**config.mk**
```make
export PLATFORM = sky130hd
export DESIGN_NAME = alu_pipe
export DESIGN_NICKNAME = d
export VERILOG_FILES = /design/src/rtl/alu_pkg.sv /design/src/rtl/alu_pipe_iter_muldiv.sv /design/src/rtl/alu_pipe.sv
export SDC_FILE = /design/constraint.sdc
export NUM_CORES = 1
export LEC_CHECK = 0
export BUFFER_PORTS_ARGS = -buffer_cell sky130_fd_sc_hd__buf_4
export CAP_MARGIN = 20
export CORE_MARGIN = 5
export CORE_UTILIZATION = 56
export CTS_BUF_LIST = sky130_fd_sc_hd__clkbuf_8
export DETAILED_ROUTE_END_ITERATION = 6
export GPL_TIMING_DRIVEN = 0
export PLACE_DENSITY = 0.8
export RECOVER_POWER = 25
export SYNTH_ARGS = -nofsm -noshare
export SYNTH_HDL_FRONTEND = slang
export SYNTH_SLANG_ARGS = --single-unit
```
**constraint.sdc**
```tcl
create_clock -name clk -period 4.8 [get_ports clk]
set_clock_uncertainty 0.2 [all_clocks]
set_input_delay 0.96 -clock clk [delete_from_list [all_inputs] [get_ports clk]]
set_output_delay 0.96 -clock clk [all_outputs]
set_load 0.01 [all_outputs]
```
**src/rtl/alu_pkg.sv**
```systemverilog
// alu_pkg: shared types for the pipelined ALU.
//   alu_op_t    : 4-bit opcode (decoder and ALU agree on these encodings)
//   alu_ovr_t   : operand override select {NONE, IMM, IMM_HIGH}
//   alu_state_t : control FSM states (MUL/DIV/DONE only used with ALU_MULDIV_EN)
//   alu_flags_t : registered V/C/N/Z/X flag bundle
package alu_pkg;

  localparam int ALU_OP_W  = 4;
  localparam int ALU_OVR_W = 2;

  typedef enum logic [ALU_OP_W-1:0] {
    OP_NOT  = 4'h0, OP_AND  = 4'h1, OP_OR   = 4'h2, OP_XOR  = 4'h3,
    OP_ADD  = 4'h4, OP_SUB  = 4'h5, OP_MOV  = 4'h6, OP_CMP  = 4'h7,
    OP_SHR  = 4'h8, OP_SSHR = 4'h9, OP_SHL  = 4'hA, OP_MUL  = 4'hB,
    OP_MULH = 4'hC, OP_DIVU = 4'hD, OP_REMU = 4'hE, OP_ADC  = 4'hF
  } alu_op_t;

  typedef enum logic [ALU_OVR_W-1:0] {
    OVR_NONE     = 2'd0,
    OVR_IMM      = 2'd1,
    OVR_IMM_HIGH = 2'd2
  } alu_ovr_t;

  typedef enum logic [1:0] {
    ST_IDLE = 2'd0,
    ST_MUL  = 2'd1,
    ST_DIV  = 2'd2,
    ST_DONE = 2'd3
  } alu_state_t;

  typedef struct packed {
    logic v;
    logic c;
    logic n;
    logic z;
    logic x;
  } alu_flags_t;

  // Opcodes B..E are the multi-cycle multiply/divide group.
  function automatic logic is_muldiv_op(input logic [ALU_OP_W-1:0] op);
    return (op >= OP_MUL) && (op <= OP_REMU);
  endfunction

  function automatic logic is_div_op(input logic [ALU_OP_W-1:0] op);
    return (op == OP_DIVU) || (op == OP_REMU);
  endfunction

endpackage

```
**src/rtl/alu_pipe_iter_muldiv.sv**
```systemverilog
// alu_iter_muldiv: one-bit-per-cycle shift-add multiplier / restoring divider.
//   start  : load operands (a, b) and begin; is_div selects divide
//   done   : high after WIDTH iterations, held until the next start
//   hi, lo : multiply -> {high half, low half} of a*b
//            divide   -> {remainder, quotient} of a/b
//   Divide by zero falls out naturally: every trial subtract succeeds,
//   giving quotient all ones and remainder a.
module alu_iter_muldiv #(
  parameter int WIDTH = 16
) (
  input  logic             clk,
  input  logic             rst_n,
  input  logic             start,
  input  logic             is_div,
  input  logic [WIDTH-1:0] a,
  input  logic [WIDTH-1:0] b,
  output logic             done,
  output logic [WIDTH-1:0] hi,
  output logic [WIDTH-1:0] lo
);
  localparam int             CW       = $clog2(WIDTH);
  localparam logic [CW-1:0]  CNT_LAST = CW'(WIDTH - 1);

  logic [WIDTH-1:0] hi_q, hi_d, lo_q, lo_d, m_q, m_d;
  logic             div_q, div_d, busy_q, busy_d, done_q, done_d;
  logic [CW-1:0]    cnt_q, cnt_d;
  logic [WIDTH:0]   mul_sum, div_shift, div_diff;

  always_comb begin
    hi_d   = hi_q;
    lo_d   = lo_q;
    m_d    = m_q;
    div_d  = div_q;
    busy_d = busy_q;
    done_d = done_q;
    cnt_d  = cnt_q;
    // multiply: {hi,lo} holds partial product with the multiplier in lo
    mul_sum   = {1'b0, hi_q} + (lo_q[0] ? {1'b0, m_q} : '0);
    // divide: hi is the partial remainder, dividend bits shift out of lo
    div_shift = {hi_q, lo_q[WIDTH-1]};
    div_diff  = div_shift - {1'b0, m_q};
    if (start) begin
      hi_d   = '0;
      lo_d   = is_div ? a : b;
      m_d    = is_div ? b : a;
      div_d  = is_div;
      busy_d = 1'b1;
      done_d = 1'b0;
      cnt_d  = '0;
    end else if (busy_q) begin
      if (div_q) begin
        if (!div_diff[WIDTH]) begin
          hi_d = div_diff[WIDTH-1:0];
          lo_d = {lo_q[WIDTH-2:0], 1'b1};
        end else begin
          hi_d = div_shift[WIDTH-1:0];
          lo_d = {lo_q[WIDTH-2:0], 1'b0};
        end
      end else begin
        hi_d = mul_sum[WIDTH:1];
        lo_d = {mul_sum[0], lo_q[WIDTH-1:1]};
      end
      cnt_d = cnt_q + CW'(1);
      if (cnt_q == CNT_LAST) begin
        busy_d = 1'b0;
        done_d = 1'b1;
      end
    end
  end

  always_ff @(posedge clk) begin
    if (!rst_n) begin
      hi_q   <= '0;
      lo_q   <= '0;
      m_q    <= '0;
      div_q  <= 1'b0;
      busy_q <= 1'b0;
      done_q <= 1'b0;
      cnt_q  <= '0;
    end else begin
      hi_q   <= hi_d;
      lo_q   <= lo_d;
      m_q    <= m_d;
      div_q  <= div_d;
      busy_q <= busy_d;
      done_q <= done_d;
      cnt_q  <= cnt_d;
    end
  end

  assign done = done_q;
  assign hi   = hi_q;
  assign lo   = lo_q;

endmodule

```
**src/rtl/alu_pipe.sv**
```systemverilog
// alu_pipe: registered ALU with valid/ready handshake, between register
// read and writeback. One op in flight; result held until out_ready.
//   in_valid/in_ready   : accept a_in, b_in, op, ovr, ovr_imm, carry_in
//   out_valid/out_ready : result + flag_v/c/n/z/x, set_vc, div_zero
//   Ops 0..A and ADC (and any op with an immediate override) complete in
//   one cycle. MUL/MULH/DIVU/REMU take WIDTH+1 cycles when the
//   ALU_MULDIV_EN macro is defined; otherwise they return 0 with Z=1 in
//   one cycle and no iterative hardware is built.
// Reset: synchronous, active-low (rst_n).
module alu_pipe
  import alu_pkg::*;
#(
  parameter int WIDTH = 16,
  parameter int IMM_W = 8
) (
  input  logic             clk,
  input  logic             rst_n,
  input  logic             in_valid,
  output logic             in_ready,
  input  logic [WIDTH-1:0] a_in,
  input  logic [WIDTH-1:0] b_in,
  input  logic [3:0]       op,
  input  logic [1:0]       ovr,
  input  logic [IMM_W-1:0] ovr_imm,
  input  logic             carry_in,
  output logic             out_valid,
  input  logic             out_ready,
  output logic [WIDTH-1:0] result,
  output logic             flag_v,
  output logic             flag_c,
  output logic             flag_n,
  output logic             flag_z,
  output logic             flag_x,
  output logic             set_vc,
  output logic             div_zero
);
  localparam int               MSB     = WIDTH - 1;
  localparam logic [WIDTH-1:0] WIDTH_V = WIDTH'(WIDTH);

  function automatic alu_flags_t mk_flags(input logic [WIDTH-1:0] r,
                                          input logic v, input logic c);
    alu_flags_t f;
    f.v = v;
    f.c = c;
    f.n = r[MSB];
    f.z = (r == '0);
    f.x = &r;
    return f;
  endfunction

  logic [WIDTH-1:0] result_q, result_d;
  alu_flags_t       flags_q, flags_d;
  logic             set_vc_q, set_vc_d, div_zero_q, div_zero_d;
  logic             out_valid_q, out_valid_d;
  logic             fire, ld_sc;

  // single-cycle datapath
  logic [WIDTH:0]   add_w, sub_w;
  logic [WIDTH-1:0] sc_res;
  logic             sc_v, sc_c, sc_set_vc, shift_big;

`ifdef ALU_MULDIV_EN
  alu_state_t       state_q, state_d;
  logic [3:0]       iop_q, iop_d;
  logic             bz_q, bz_d;
  logic             go_iter, it_start, it_done;
  logic [WIDTH-1:0] it_hi, it_lo, iter_res;

  // an override always wins, so B..E with IMM/IMM_HIGH stay single-cycle
  assign go_iter  = is_muldiv_op(op) && (ovr != OVR_IMM) && (ovr != OVR_IMM_HIGH);
  assign in_ready = (state_q == ST_IDLE) && (!out_valid_q || out_ready);
  assign fire     = in_valid && in_ready;
  assign ld_sc    = fire && !go_iter;

  alu_iter_muldiv #(.WIDTH(WIDTH)) u_iter (
    .clk    (clk),
    .rst_n  (rst_n),
    .start  (it_start),
    .is_div (is_div_op(op)),
    .a      (a_in),
    .b      (b_in),
    .done   (it_done),
    .hi     (it_hi),
    .lo     (it_lo)
  );
`else
  assign in_ready = !out_valid_q || out_ready;
  assign fire     = in_valid && in_ready;
  assign ld_sc    = fire;
`endif

  always_comb begin
    add_w     = {1'b0, a_in} + {1'b0, b_in} + {{WIDTH{1'b0}}, (op == OP_ADC) & carry_in};
    sub_w     = {1'b0, a_in} - {1'b0, b_in};
    shift_big = (b_in >= WIDTH_V);
    sc_res    = '0;
    sc_v      = 1'b0;
    sc_c      = 1'b0;
    case (op)
      OP_NOT:  sc_res = ~a_in;
      OP_AND:  sc_res = a_in & b_in;
      OP_OR:   sc_res = a_in | b_in;
      OP_XOR:  sc_res = a_in ^ b_in;
      OP_ADD, OP_ADC: begin
        sc_res = add_w[MSB:0];
        sc_c   = add_w[WIDTH];
        sc_v   = (a_in[MSB] == b_in[MSB]) && (add_w[MSB] != a_in[MSB]);
      end
      OP_SUB, OP_CMP: begin
        sc_res = sub_w[MSB:0];
        sc_c   = sub_w[WIDTH];
        sc_v   = (a_in[MSB] != b_in[MSB]) && (sub_w[MSB] != a_in[MSB]);
      end
      OP_MOV:  sc_res = b_in;
      OP_SHR:  sc_res = shift_big ? '0 : (a_in >> b_in);
      OP_SSHR: sc_res = shift_big ? {WIDTH{a_in[MSB]}} : $unsigned($signed(a_in) >>> b_in);
      OP_SHL:  sc_res = shift_big ? '0 : (a_in << b_in);
      default: sc_res = '0;  // B..E: iterative path, or 0 when not built
    endcase
    case (ovr)
      OVR_IMM: begin
        sc_res = {{(WIDTH-IMM_W){ovr_imm[IMM_W-1]}}, ovr_imm};
        sc_v   = 1'b0;
        sc_c   = 1'b0;
      end
      OVR_IMM_HIGH: begin
        sc_res = WIDTH'({ovr_imm, a_in[IMM_W-1:0]});
        sc_v   = 1'b0;
        sc_c   = 1'b0;
      end
      default: ;
    endcase
    sc_set_vc = is_muldiv_op(op) ? 1'b0 : (op == OP_ADC) ? 1'b1 : op[2];
  end

  always_comb begin
    result_d    = result_q;
    flags_d     = flags_q;
    set_vc_d    = set_vc_q;
    div_zero_d  = div_zero_q;
    out_valid_d = out_valid_q && !out_ready;
    if (ld_sc) begin
      result_d    = sc_res;
      flags_d     = mk_flags(sc_res, sc_v, sc_c);
      set_vc_d    = sc_set_vc;
      div_zero_d  = 1'b0;
      out_valid_d = 1'b1;
    end
`ifdef ALU_MULDIV_EN
    state_d  = state_q;
    iop_d    = iop_q;
    bz_d     = bz_q;
    it_start = 1'b0;
    iter_res = ((iop_q == OP_MULH) || (iop_q == OP_REMU)) ? it_hi : it_lo;
    case (state_q)
      ST_IDLE: begin
        if (fire && go_iter) begin
          it_start = 1'b1;
          iop_d    = op;
          bz_d     = (b_in == '0);
          state_d  = is_div_op(op) ? ST_DIV : ST_MUL;
        end
      end
      ST_MUL, ST_DIV: begin
        if (it_done) begin
          result_d    = iter_res;
          // multiply reports a nonzero high half on C
          flags_d     = mk_flags(iter_res, 1'b0, (state_q == ST_MUL) && (it_hi != '0));
          set_vc_d    = 1'b0;
          div_zero_d  = (state_q == ST_DIV) && bz_q;
          out_valid_d = 1'b1;
          state_d     = ST_DONE;
        end
      end
      ST_DONE: begin
        if (out_ready) state_d = ST_IDLE;
      end
      default: state_d = ST_IDLE;
    endcase
`endif
  end

  always_ff @(posedge clk) begin
    if (!rst_n) begin
      result_q    <= '0;
      flags_q     <= '0;
      set_vc_q    <= 1'b0;
      div_zero_q  <= 1'b0;
      out_valid_q <= 1'b0;
    end else begin
      result_q    <= result_d;
      flags_q     <= flags_d;
      set_vc_q    <= set_vc_d;
      div_zero_q  <= div_zero_d;
      out_valid_q <= out_valid_d;
    end
  end

`ifdef ALU_MULDIV_EN
  always_ff @(posedge clk) begin
    if (!rst_n) begin
      state_q <= ST_IDLE;
      iop_q   <= '0;
      bz_q    <= 1'b0;
    end else begin
      state_q <= state_d;
      iop_q   <= iop_d;
      bz_q    <= bz_d;
    end
  end
`endif

  assign out_valid = out_valid_q;
  assign result    = result_q;
  assign flag_v    = flags_q.v;
  assign flag_c    = flags_q.c;
  assign flag_n    = flags_q.n;
  assign flag_z    = flags_q.z;
  assign flag_x    = flags_q.x;
  assign set_vc    = set_vc_q;
  assign div_zero  = div_zero_q;

endmodule
```
**Word-level counts from Yosys, hierarchy flattened**

Cells that the tools add are included.
W data, S select, Z words.

- Flip-flop bits (word level): 23
- Input bits: 51
- Logic and storage cells: 65
- Output and inout bits: 25

- Equal/unequal tests: 17
- $lt $le $gt $ge: 3
- Reductions and logical operators: 14
- Multiplexer cells: 12
- Bitwise gates (word level): 5
- $add $sub $neg: 3
- Shift-type cells: 3

Operators by type and width:

| cell | number |
|---|---|
| $pmux W16 S10 | 1 |
| $mux W16 | 3 |
| $pmux W16 S2 | 1 |
| $add A16 B16 Y17 | 1 |
| $add A17 B1 Y17 | 1 |
| $sub A16 B16 Y17 | 1 |
| $and A16 B16 Y16 | 1 |
| $eq A4 B3 Y1 const B | 4 |
| $eq A4 B4 Y1 const B | 4 |
| $ge A16 B5 Y1 const B | 1 |
| $logic_not A16 Y1 | 1 |
| $not A16 Y16 | 1 |
| $or A16 B16 Y16 | 1 |
| $reduce_and A16 Y1 | 1 |
| $shl A16 B16 Y16 | 1 |
| $shr A16 B16 Y16 | 1 |
| $sshr A16 B16 Y16 | 1 |
| $xor A16 B16 Y16 | 1 |
| $eq A4 B2 Y1 const B | 2 |
| $reduce_or A2 Y1 | 3 |
| $logic_and A1 B1 Y1 | 5 |
| $mux W1 | 5 |
| $eq A4 B1 Y1 const B | 1 |
| $ge A4 B4 Y1 const B | 1 |
| other kinds (10) | 14 |

**Longest topological paths before layout**

Gate-level depths: netlist of the first run.

- Word-level depth: 7
- Gate-level depth with buffers: 16
- Mapped depth without buffers: 14

**Worst setup path before layout of the first run**

Ideal clock, no wire load.

- Path kind: in2reg
- Start point: input port b_in[2]
- End point: register flags_q, in the netlist flag_x
- Slack: -0.156 ns
- Data arrival time: 4.687 ns
- Buffers on the path: 4
- Library setup time: 0.069 ns
- Required time: 4.531 ns
- Stages on the path: 16
- Path through: inv_1 clkbuf_1 clkbuf_1 buf_1 ha_1 clkbuf_1 a21o_1 a221oi_1 o21ai_0 a21oi_1 o21bai_1 a31oi_1 a211oi_1 a211o_1 or4_1 o21ai_1

- Cells in the longest elaborated chain, start to end: 5
- Elaborated cells between the ends (all ways): 16
- Classes of those cells: add/sub: 3; order compare: 1; shift: 3; mux: 5; bitwise: 3; reduce/logical: 1

Ends and longest elaborated chain:

| element | line | source |
|---|---|---|
| start, declared | alu_pipe.sv:21 | `input logic [WIDTH-1:0] b_in,` |
| $add A16 B16 Y17, or another cell as far along | alu_pipe.sv:93 | `add_w = {1'b0, a_in} + {1'b0, b_in} + {{WIDTH{1'b0}}, (op == OP_ADC) & carry_in};` |
| $add A17 B1 Y17, or another cell as far along | alu_pipe.sv:93 |  |
| $pmux W16 S10 (*) | alu_pipe.sv:99 | `case (op)` |
| $pmux W16 S2 (*) | alu_pipe.sv:120 | `case (ovr)` |
| $reduce_and A16 Y1 (*) | alu_pipe.sv:47 | `f.x = &r;` |
| end signal, assigned | alu_pipe.sv:192 | `flags_q <= flags_d;` |
| end, declared | alu_pipe.sv:52 | `alu_flags_t flags_q, flags_d;` |

Mark *: on every way between the ends. The rest lies on a longest branch, timed or not.
A chain may end at the register's enable or synchronous reset.

**Worst setup path in the final report of the first run**

- Start point: input port b_in[8]
- End point: register flags_q, in the netlist flag_x

Same word-level chain as after synthesis.

==> flow_summary_export.csv, run 1 <==
group,metric,value,unit
floorplanning,die_h,115.7,um
global_route,grt_pass1_vias,7391,
synthesis,synth_warnings,0,
job,drv_cap,0,
critical_path,critPathKind,"primary input to flip-flop",
cts,cts_buffer_depth,2,
floorplanning,initial_core_util,57.50,%
floorplanning,row_count,38,
sta,fin_setup_tns,0,ns
sta,setup_slack,0.09372,ns
cts,clk_latency,0.28,ns
place,dp.final_hpwl,23.24,mm
global_route,antenna_found_initial,0,
floorplanning,dieArea,0.01339,sq mm
detailed_routing,ant_nets,0,
final_layout,seqCellArea,440.4,sq um
power_and_ir_drop,p_per_area,156.7,mW/mm^2
global_route,grtUsageTotal,42.92,%
detailed_routing,wirelength,29.55,mm
status,status,"finished with violations",
synthesis,yosysUniqueCellTypes,90,
floorplanning,die_x,115.7,um
critical_path,cp.arrival,4.68,ns
final_layout,drive_above_1_share,16.02,%
worst_hold_path,hold_path.class,"flip-flop to flip-flop",
sta,tightest_slew,0.9354,ns
synthesis,syn_avg_cell_area,6.972,sq um
sta,slew_headroom,37.06,%
cts,clk_pin_slew,0.09,ns
synthesis,synth_top_area_share,9.992,%
detailed_routing,dr.pass1.iters,7,
synthesis,syn_nets,1002,
place,pre_cts_ws,-1.138,ns
sta,max_freq,212.5,MHz
synthesis,postSynthCellCount,898,
final_layout,fillers,1004,
cts,hold_buffers,0,
detailed_routing,drc,2,
sta,period_needed,4.706,ns
global_route,grt_pass1_wl,43.68,mm
synthesis,synthFlopType,"dfxtp_1",
critical_path,critPathTopFamily,"simple AND/OR/NAND/NOR gates",
power_and_ir_drop,power_leakage,2.967,nW
floorplanning,core_area,0.01089,sq mm
final_layout,num-nets-final,1079,
synthesis,ys_seq_area_share,7.034,%
critical_path,critPathLaunchType,"primary input",
final_layout,area_growth_syn_to_layout,14.79,%
global_route,grt.overflow.total,0,
place,place_congestion,1.071,
power_and_ir_drop,finalPower,1.126,mW
final_layout,final_cell_area,0.007187,sq mm
synthesis,synth_top_area_cell,"ha_1",
synthesis,synthArstFlopShare,0,%
cts,cts_sinks,22,
power_and_ir_drop,peakVddDrop,0.1392,mV
critical_path,worstPathMaxFanout,10,
cts,cts_tree,"yes",
synthesis,synth_edf_count,0,
sta,finalMaxSlewViolations,0,
synthesis,synth-seq-cells,22,
critical_path,worst_path_max_delay_cell,"nor4_1",
sta,finalHoldViolCount,0,
critical_path,max_stage_delay,0.81,ns
global_route,grt_max_degree,20,
detailed_routing,vias,8194,
cts,cts_htree_levels,1,
critical_path,path_cells,"buf_4 > nor4_1 > nand4_1 > nand3_1 > o21ai_0 > a21oi_1 > o211ai_1 > o31a_1 > a311oi_1 > or3_1 > o21ai_1",
critical_path,endpoint_kind,"flip-flop",
floorplanning,num_io_pins,76,
final_layout,multiInputGateArea,0.005441,sq mm
detailed_routing,drt_iter0_markers,1564,
synthesis,yosys-top-cells-area,"ha_1 (10%), dfxtp_1 (7.0%), a21oi_1 (6.6%)",
place,placed_area,0.006987,sq mm
place,numPortBuffers,73,
sta,fin_crit_sh,98.05,%
sta,setup_violations,0,
synthesis,synth.cell_area,0.006261,sq mm
cts,cts_buffers,3,
cts,clockRootBuffer,"clkbuf_8",
critical_path,path_buf_inv,1,
detailed_routing,wl_per_cell,26.52,um
final_layout,diodes,0,
detailed_routing,via_per_inst,7.355,
sta,rsz0062_at_grt,"false",
status,violations,"DRC",
critical_path,cp.required,4.78,ns
==> routing by layer <==
metal	vias up	routed length [um]	GRT usage, %
li1	3528	-	-
met1	3718	10640	58.86
met2	782	12050	63.35
met3	166	4804	10.76
met4	0	2048	19.80
met5	-	0	0
==> worst paths after layout <==
check | depth (start not counted) | to | slack (ns) | from
worst max-delay path | 11 | flag_x | 0.09 | b_in[8]
worst min-delay path | 2 | result[6] | 0.26 | result[6]
worst max register to register | 7 | flag_x | 2.64 | out_valid
worst min register to register | 2 | result[6] | 0.26 | result[6]
==> area by class of cell <==
type	count	share of cell area, %
repair buffers	77	7.469
flip-flops and latches	22	6.128
multi-input cells	746	75.71
well taps	140	2.437
plain buffers	73	4.718
clock buffers	4	0.7660
inverters	52	2.768
==> layout by cell type (no fill, tap or decap), types with 11 or more instances in the layout <==
master    synthesis  layout
nand3_1          33      33
nor3_1           18      18
mux4_2           15      15
ha_1             50      49
mux2i_1          39      39
a21o_1           11      11
nor2b_1          12      11
o211ai_1         13      13
buf_4             2      70
nand2_1          94      94
a21oi_1          82      79
buf_2            17      13
nor2_1           82      81
nand4_1          15      15
inv_1            50      49
clkbuf_1         52      58
o21ai_0          41      39
dfxtp_1          22      22
a22oi_1          12      12
==> flip-flops by register name, indices dropped and copies added, names as in the netlist <==
| register | flops |
|---|---|
| flag_c | 1 |
| flag_z | 1 |
| result | 16 |
| out_valid | 1 |
| flag_v | 1 |
| set_vc | 1 |
| flag_x | 1 |
==> report_power, final <==
part	leakage, nW	total [mW]	internal, mW	switching (mW)
Sequential	0.179	0.199	0.193	0.00576
Combinational	2.76	0.783	0.281	0.502
Clock	0.0288	0.144	0.0737	0.0700
==> cells by family (layout without fill, tap and decap cells) <==
| logic type | count (synthesis) | count (layout) | synth area share (%) |
|---|---|---|---|
| AND/OR/NAND/NOR | 336 | 336 | 28.10 |
| AO/OA/AOI/OAI | 285 | 285 | 31.08 |
| buffers and inverters | 130 | 206 | 8.373 |
| multiplexers | 64 | 64 | 13.43 |
| adder cells (fa/ha/maj) | 53 | 53 | 10.95 |
| flip-flops | 22 | 22 | 7.034 |
| XOR/XNOR | 7 | 7 | 0.9792 |
| other | 1 | 1 | 0.05989 |
==> tightest hold or removal path, cell delays in order (launching register included) <==
cell and delay [ns]:
dfxtp_1 0.32, nand2_1 0.05, a21oi_1 0.05
==> Yosys cell counts, drive strengths merged, types with 9 or more instances <==
library cell / number
a2111oi: 10
a211oi: 9
a21o: 11
a21oi: 82
a22oi: 12
a31oi: 9
buf: 26
clkbuf: 52
dfxtp: 22
ha: 50
inv: 51
mux2: 10
mux2i: 39
mux4: 15
nand2: 94
nand3: 33
nand4: 15
nor2: 82
nor2b: 12
nor3: 21
nor4: 13
o211ai: 13
o21ai: 49
==> stage by stage <==
| stage | hold WS [ns] | std cells | util (%) |
|---|---|---|---|
| 2_1_floorplan | 0.2746 | 898 | - |
| 3_3_place_gp | 0.2434 | 1111 | 64.17 |
| 3_5_place_dp | 0.2506 | 1111 | 64.17 |
| 4_1_cts | 0.2627 | 1117 | 65.67 |
| 5_1_grt | 0.2778 | 1114 | 66.01 |
| 6_report | 0.2593 | 1114 | 66.01 |
==> repair_timing <==
| item | in CTS | in global routing |
|---|---|---|
| pin swaps | 2 | 6 |
| setup buffers | 3 | 1 |
| endpoints found under the setup margin | 12 | 6 |
| resized for setup | 20 | 20 |
| hold endpoints to repair | 0 | 0 |
No activity file was read; power rests on OpenSTA's default activity.
==> run 2, diff against run 1 <==
--- a/config.mk
+++ b/config.mk
@@ -5,12 +5,13 @@
 export SDC_FILE = /design/constraint.sdc
 export NUM_CORES = 1
 export LEC_CHECK = 0
-export BUFFER_PORTS_ARGS = -buffer_cell sky130_fd_sc_hd__buf_4
+export BUFFER_PORTS_ARGS = -buffer_cell sky130_fd_sc_hd__buf_2
 export CAP_MARGIN = 20
 export CORE_MARGIN = 5
 export CORE_UTILIZATION = 56
 export CTS_BUF_LIST = sky130_fd_sc_hd__clkbuf_8
 export DETAILED_ROUTE_END_ITERATION = 6
+export GPL_ROUTABILITY_DRIVEN = 0
 export GPL_TIMING_DRIVEN = 0
 export PLACE_DENSITY = 0.8
 export RECOVER_POWER = 25
==> flow_summary_export.csv, run 2 (synthesis results as in run 1) <==
group,metric,value,unit
cts,cts_tree,"yes",
critical_path,critPathLaunchType,"primary input",
sta,slew_headroom,39.58,%
global_route,grtUsageTotal,37.94,%
critical_path,cp.arrival,4.70,ns
sta,holdWs,0.2538,ns
sta,period_needed,4.704,ns
critical_path,endpoint_kind,"flip-flop",
global_route,grt_pass1_vias,7478,
worst_hold_path,hold_path_depth,2,
power_and_ir_drop,peakVddDrop,0.1816,mV
critical_path,path_cells,"buf_2 > inv_1 > clkbuf_4 > ha_1 > clkbuf_1 > nor2b_2 > a211oi_4 > or4_1 > a21oi_1 > a31oi_1 > a31oi_4 > and4_1 > nand4_1 > or3_1 > o21ai_1",
floorplanning,row_count,38,
job,drv_cap,0,
cts,cts_buffers,3,
critical_path,ff2ff_setup_slack,2.73,ns
critical_path,rr_startpoint,"out_valid",
sta,finalMaxSlewViolations,0,
cts,cts_htree_levels,1,
detailed_routing,drc,81,
critical_path,r2r_cells,7,
status,status,"finished with violations",
status,violations,"DRC",
sta,setup_slack,0.09588,ns
detailed_routing,vias,8096,
final_layout,utilization,64.33,%
final_layout,fillers,1038,
power_and_ir_drop,p_per_area,153.5,mW/mm^2
critical_path,cp.required,4.80,ns
floorplanning,dieArea,0.01339,sq mm
cts,clockRootBuffer,"clkbuf_8",
cts,cts_sinks,22,
global_route,grt_pass1_wl,40.04,mm
detailed_routing,ant_nets,0,
final_layout,final_common_cell,"nand2_1",
critical_path,max_stage_delay,0.41,ns
cts,clk_latency,0.26,ns
worst_hold_path,hold_path.class,"flip-flop to flip-flop",
sta,setup_violations,0,
power_and_ir_drop,power_leakage,2.913,nW
power_and_ir_drop,finalPower,1.075,mW
final_layout,mostFrequentLayoutCells,"nand2_1 (94), nor2_1 (82), a21oi_1 (80), buf_2 (75), clkbuf_1 (57)",
detailed_routing,wl_per_cell,23.72,um
sta,tightest_slew,0.8988,ns
sta,finalHoldViolCount,0,
global_route,grt_max_degree,30,
floorplanning,num_io_pins,76,
global_route,grt.overflow.total,0,
place,pre_cts_ws,-1.129,ns
final_layout,largest_reg_flops,16,
cts,clk_pin_slew,0.08,ns
floorplanning,die_h,115.7,um
worst_hold_path,hold_end,"flag_v",
cts,hold_buffers,0,
place,numPortBuffers,73,
final_layout,diodes,0,
final_layout,area_growth_syn_to_layout,11.87,%
floorplanning,core_area,0.01089,sq mm
sta,fin_crit_sh,98.00,%
final_layout,num-nets-final,1077,
detailed_routing,wirelength,26.38,mm
floorplanning,die_x,115.7,um
critical_path,worstPathMaxFanout,29,
critical_path,reg2reg_to,"flag_x",
detailed_routing,drt_iter0_markers,1439,
global_route,antenna_found_initial,0,
detailed_routing,via_per_inst,7.281,
floorplanning,initial_core_util,57.50,%
sta,max_freq,212.6,MHz
cts,cts_buffer_depth,2,
detailed_routing,dr.pass1.iters,7,
sta,rsz0062_at_grt,"false",
final_layout,drive_above_1_share,15.53,%
critical_path,critPathKind,"primary input to flip-flop",
worst_hold_path,holdCritStartpoint,"flag_v",
place,dp.final_hpwl,20.46,mm
critical_path,worst_path_max_delay_cell,"or4_1",
-- run 2: cell types whose count changed in the layout (fill, tap and decap cells not counted), sizes merged --
cell	before	now
buf	92	88
clkbuf	62	64
-- run 2: layout make-up --
cell class,instances,area [sq um],share of cell area [%]
Multi-Input combinational cell,746,5423,77.42
Sequential cell,22,440.4,6.288
Timing Repair Buffer,77,381.6,5.448
Buffer,71,330.3,4.716
Inverter,52,198.9,2.840
Tap cell,140,175.2,2.501
Clock buffer,4,55.05,0.7860
-- run 2: critical path: cells and delay by family --
family,cells,cell delay [ns]
and+or+nand+nor,5,1.39
AOI/OAI and AO/OA,5,1.09
buffers and inverters,4,0.88
adders and majority gates,1,0.36
-- run 2: repair_timing --
item / in CTS / in global routing
endpoints found under the setup margin: 10 / 3
endpoints found under the hold margin: 0 / 0
pin swaps: 2 / 3
resized for setup: 15 / 19
buffers inserted: 1 / 3
-- run 2: where the power goes --
group          switching, mW  internal, mW
Sequential           0.00519         0.193
Combinational          0.483         0.264
Clock                 0.0568        0.0730
-- run 2: routing by layer --
layer | wire length, um | vias up | GRT usage, % | share of wire (%)
li1 | - | 3523 | - | -
met1 | 9426 | 3592 | 48.48 | 36
met2 | 10340 | 777 | 55.05 | 39
met3 | 4610 | 200 | 15.35 | 17
met4 | 1915 | 4 | 19.10 | 7.3
met5 | 85 | - | 1.111 | 0.32
-- run 2: how the worst max path moves through the flow --
stage,startpoint,end,slack [ns]
4_1_cts,b_in[1],flag_x,0.03
2_1_floorplan,b_in[1],flag_x,0.09
3_5_place_dp,b_in[1],flag_x,-1.13
3_3_place_gp,b_in[1],flag_x,-1.10
6_report,b_in[2],flag_x,0.1
5_1_grt,b_in[0],flag_z,0.003
-- run 2: metrics by stage --
stage / std cells / cell area, sq um / TNS (ns)
final: 1112 / 7004 / 0
after global routing: 1112 / 7004 / 0
after CTS: 1114 / 6930 / 0
after detailed placement: 1111 / 6804 / -7.862
after global placement: 1111 / 6804 / -7.622
after floorplan: 898 / 6264 / 0
==> run 3, diff against run 2 <==
==> constraint.sdc (replaced) <==
create_clock -name clk -period 4.8 [get_ports clk]
set_clock_uncertainty 0.2 [all_clocks]
set_input_delay 0.72 -clock clk [delete_from_list [all_inputs] [get_ports clk]]
set_output_delay 0.72 -clock clk [all_outputs]
set_load 0.01 [all_outputs]
==> flow_summary_export.csv, run 3 (synthesis results as in run 1) <==
group,metric,value,unit
cts,clk_pin_slew,0.08,ns
sta,finalMaxSlewViolations,0,
detailed_routing,dr.pass1.iters,7,
status,status,"finished with violations",
sta,period_needed,4.779,ns
place,numPortBuffers,73,
detailed_routing,drc,118,
global_route,grtUsageTotal,37.86,%
floorplanning,row_count,38,
global_route,grt_pass1_wl,39.85,mm
global_route,antenna_found_initial,0,
critical_path,critPathLaunchType,"primary input",
detailed_routing,ant_nets,0,
critical_path,rr_startpoint,"out_valid",
floorplanning,core_area,0.01089,sq mm
critical_path,critPathKind,"primary input to flip-flop",
final_layout,diodes,0,
detailed_routing,via_per_inst,7.309,
floorplanning,die_x,115.7,um
floorplanning,dieArea,0.01339,sq mm
cts,cts_buffers,3,
floorplanning,die_h,115.7,um
detailed_routing,wl_per_cell,23.61,um
final_layout,num-nets-final,1079,
final_layout,final_cell_area,0.006907,sq mm
power_and_ir_drop,pwr-share-seq,18.7,%
sta,fin_crit_sh,99.56,%
job,drv_cap,0,
critical_path,cp.required,4.80,ns
critical_path,ff2ff_setup_slack,2.73,ns
cts,cts_tree,"yes",
detailed_routing,drt_iter0_markers,1756,
sta,slew_headroom,39.60,%
cts,cts_htree_levels,1,
final_layout,fin_cells,1114,
sta,tightest_slew,0.8831,ns
cts,cts_sinks,22,
worst_hold_path,holdCritStartpoint,"result[5]",
detailed_routing,wirelength,26.30,mm
place,placed_cells,1111,
floorplanning,initial_core_util,57.50,%
critical_path,crit_top_cell,"a31oi_1",
worst_hold_path,hold_path.class,"flip-flop to flip-flop",
critical_path,worstPathMaxFanout,11,
critical_path,max_stage_delay,0.48,ns
power_and_ir_drop,p_per_area,153.4,mW/mm^2
status,violations,"DRC",
final_layout,area_growth_syn_to_layout,10.31,%
place,dp.final_hpwl,20.37,mm
cts,clockRootBuffer,"clkbuf_8",
power_and_ir_drop,clkPwrFrac,12.5,%
detailed_routing,vias,8142,
final_layout,drive_above_1_share,14.37,%
floorplanning,num_io_pins,76,
cts,clk_latency,0.26,ns
sta,finalHoldViolCount,0,
sta,setup_slack,0.02126,ns
power_and_ir_drop,p_int,521.5,uW
power_and_ir_drop,switching_share,50.77,%
global_route,grt_pass1_vias,7445,
global_route,grt.overflow.total,0,
power_and_ir_drop,power_leakage,2.889,nW
power_and_ir_drop,switchingPower,537.8,uW
power_and_ir_drop,power_frac_comb,68.8,%
power_and_ir_drop,peakVddDrop,0.1404,mV
critical_path,worst_path_max_delay_cell,"a31oi_1",
sta,max_freq,209.3,MHz
critical_path,critPathLaunch,"b_in[2]",
critical_path,cp.arrival,4.78,ns
cts,cts_buffer_depth,2,
global_route,grt_max_degree,13,
critical_path,path_cells,"buf_2 > clkinvlp_4 > clkbuf_4 > ha_1 > clkbuf_1 > nor2b_1 > a211oi_4 > or4_1 > a21oi_1 > a31oi_1 > a31oi_1 > and4_1 > nand4_1 > or3_1 > o21ai_1",
cts,hold_buffers,0,
final_layout,final_common_cell,"nand2_1",
critical_path,endpoint_kind,"flip-flop",
place,placed_area,0.006802,sq mm
final_layout,mostFrequentLayoutCells,"nand2_1 (94), nor2_1 (82), a21oi_1 (82), buf_2 (75), clkbuf_1 (60)",
place,pre_cts_ws,-1.115,ns
final_layout,largest_reg_flops,16,
sta,setup_violations,0,
## run 3: cell count changes in the layout (fill, tap and decap cells not counted), sizes merged
| cell | previous run | this run |
|---|---|---|
| clkinvlp | 1 | 2 |
| clkbuf | 64 | 65 |
## run 3: final cells by class
| cell class | instances | area, sq um |
|---|---|---|
| Timing Repair Buffer | 75 | 366.6 |
| Multi-Input combinational cell | 746 | 5338 |
| Tap cell | 140 | 175.2 |
| Sequential cell | 22 | 440.4 |
| Inverter | 52 | 198.9 |
| Buffer | 74 | 327.8 |
| Fill cell | 996 | 3981 |
| Timing Repair inverter | 1 | 5.005 |
| Clock buffer | 4 | 55.05 |
## run 3: path summary, 6_finish.rpt
| kind | cells past startpoint | to |
|---|---|---|
| setup / recovery | 15 | flag_x |
| hold / removal | 2 | result[5] |
| setup reg to reg | 7 | flag_x |
| hold reg to reg | 2 | result[5] |
## run 3: metrics by stage
stage | power (mW) | hold slack (ns) | utilization, % | TNS, ns
finish | 1.059 | 0.2565 | 63.43 | 0
global route | 1.106 | 0.2859 | 63.43 | -0.01041
CTS | 1.010 | 0.2564 | 63.26 | 0
floorplan | 0.6557 | 0.2746 | - | 0
detailed placement | 0.8715 | 0.2452 | 62.47 | -9.431
global placement | 0.8652 | 0.2384 | 62.47 | -9.067
## run 3: critical path: cells and delay by family
kind,cells,cell delay [ns]
AO/OA/AOI/OAI,5,1.16
adder cells (fa/ha/maj),1,0.30
buffers and inverters,4,1.14
AND/OR/NAND/NOR,5,1.46
## run 3: timing repair
action,CTS,global route
endpoints found under the setup margin,12,3
buffers inserted,0,2
resized for setup,9,5
hold endpoints to repair,0,0
pin swaps,0,2
gates cloned,1,0
## run 3: power by group through the flow
stage | sequential [mW] | clock, mW | combinational, mW
floorplan | 0.207 | 0 | 0.448
global placement | 0.202 | 0 | 0.663
detailed placement | 0.202 | 0 | 0.669
CTS | 0.198 | 0.132 | 0.680
global route | 0.199 | 0.139 | 0.767
finish | 0.198 | 0.132 | 0.729
## run 3: metal layers
layer	GRT usage, %	share of wire, %	wire length, um
met1	51.21	36	9587
met5	0	0.10	27
met3	11.54	17	4409
met2	54.36	40	10540
met4	19.18	6.6	1734
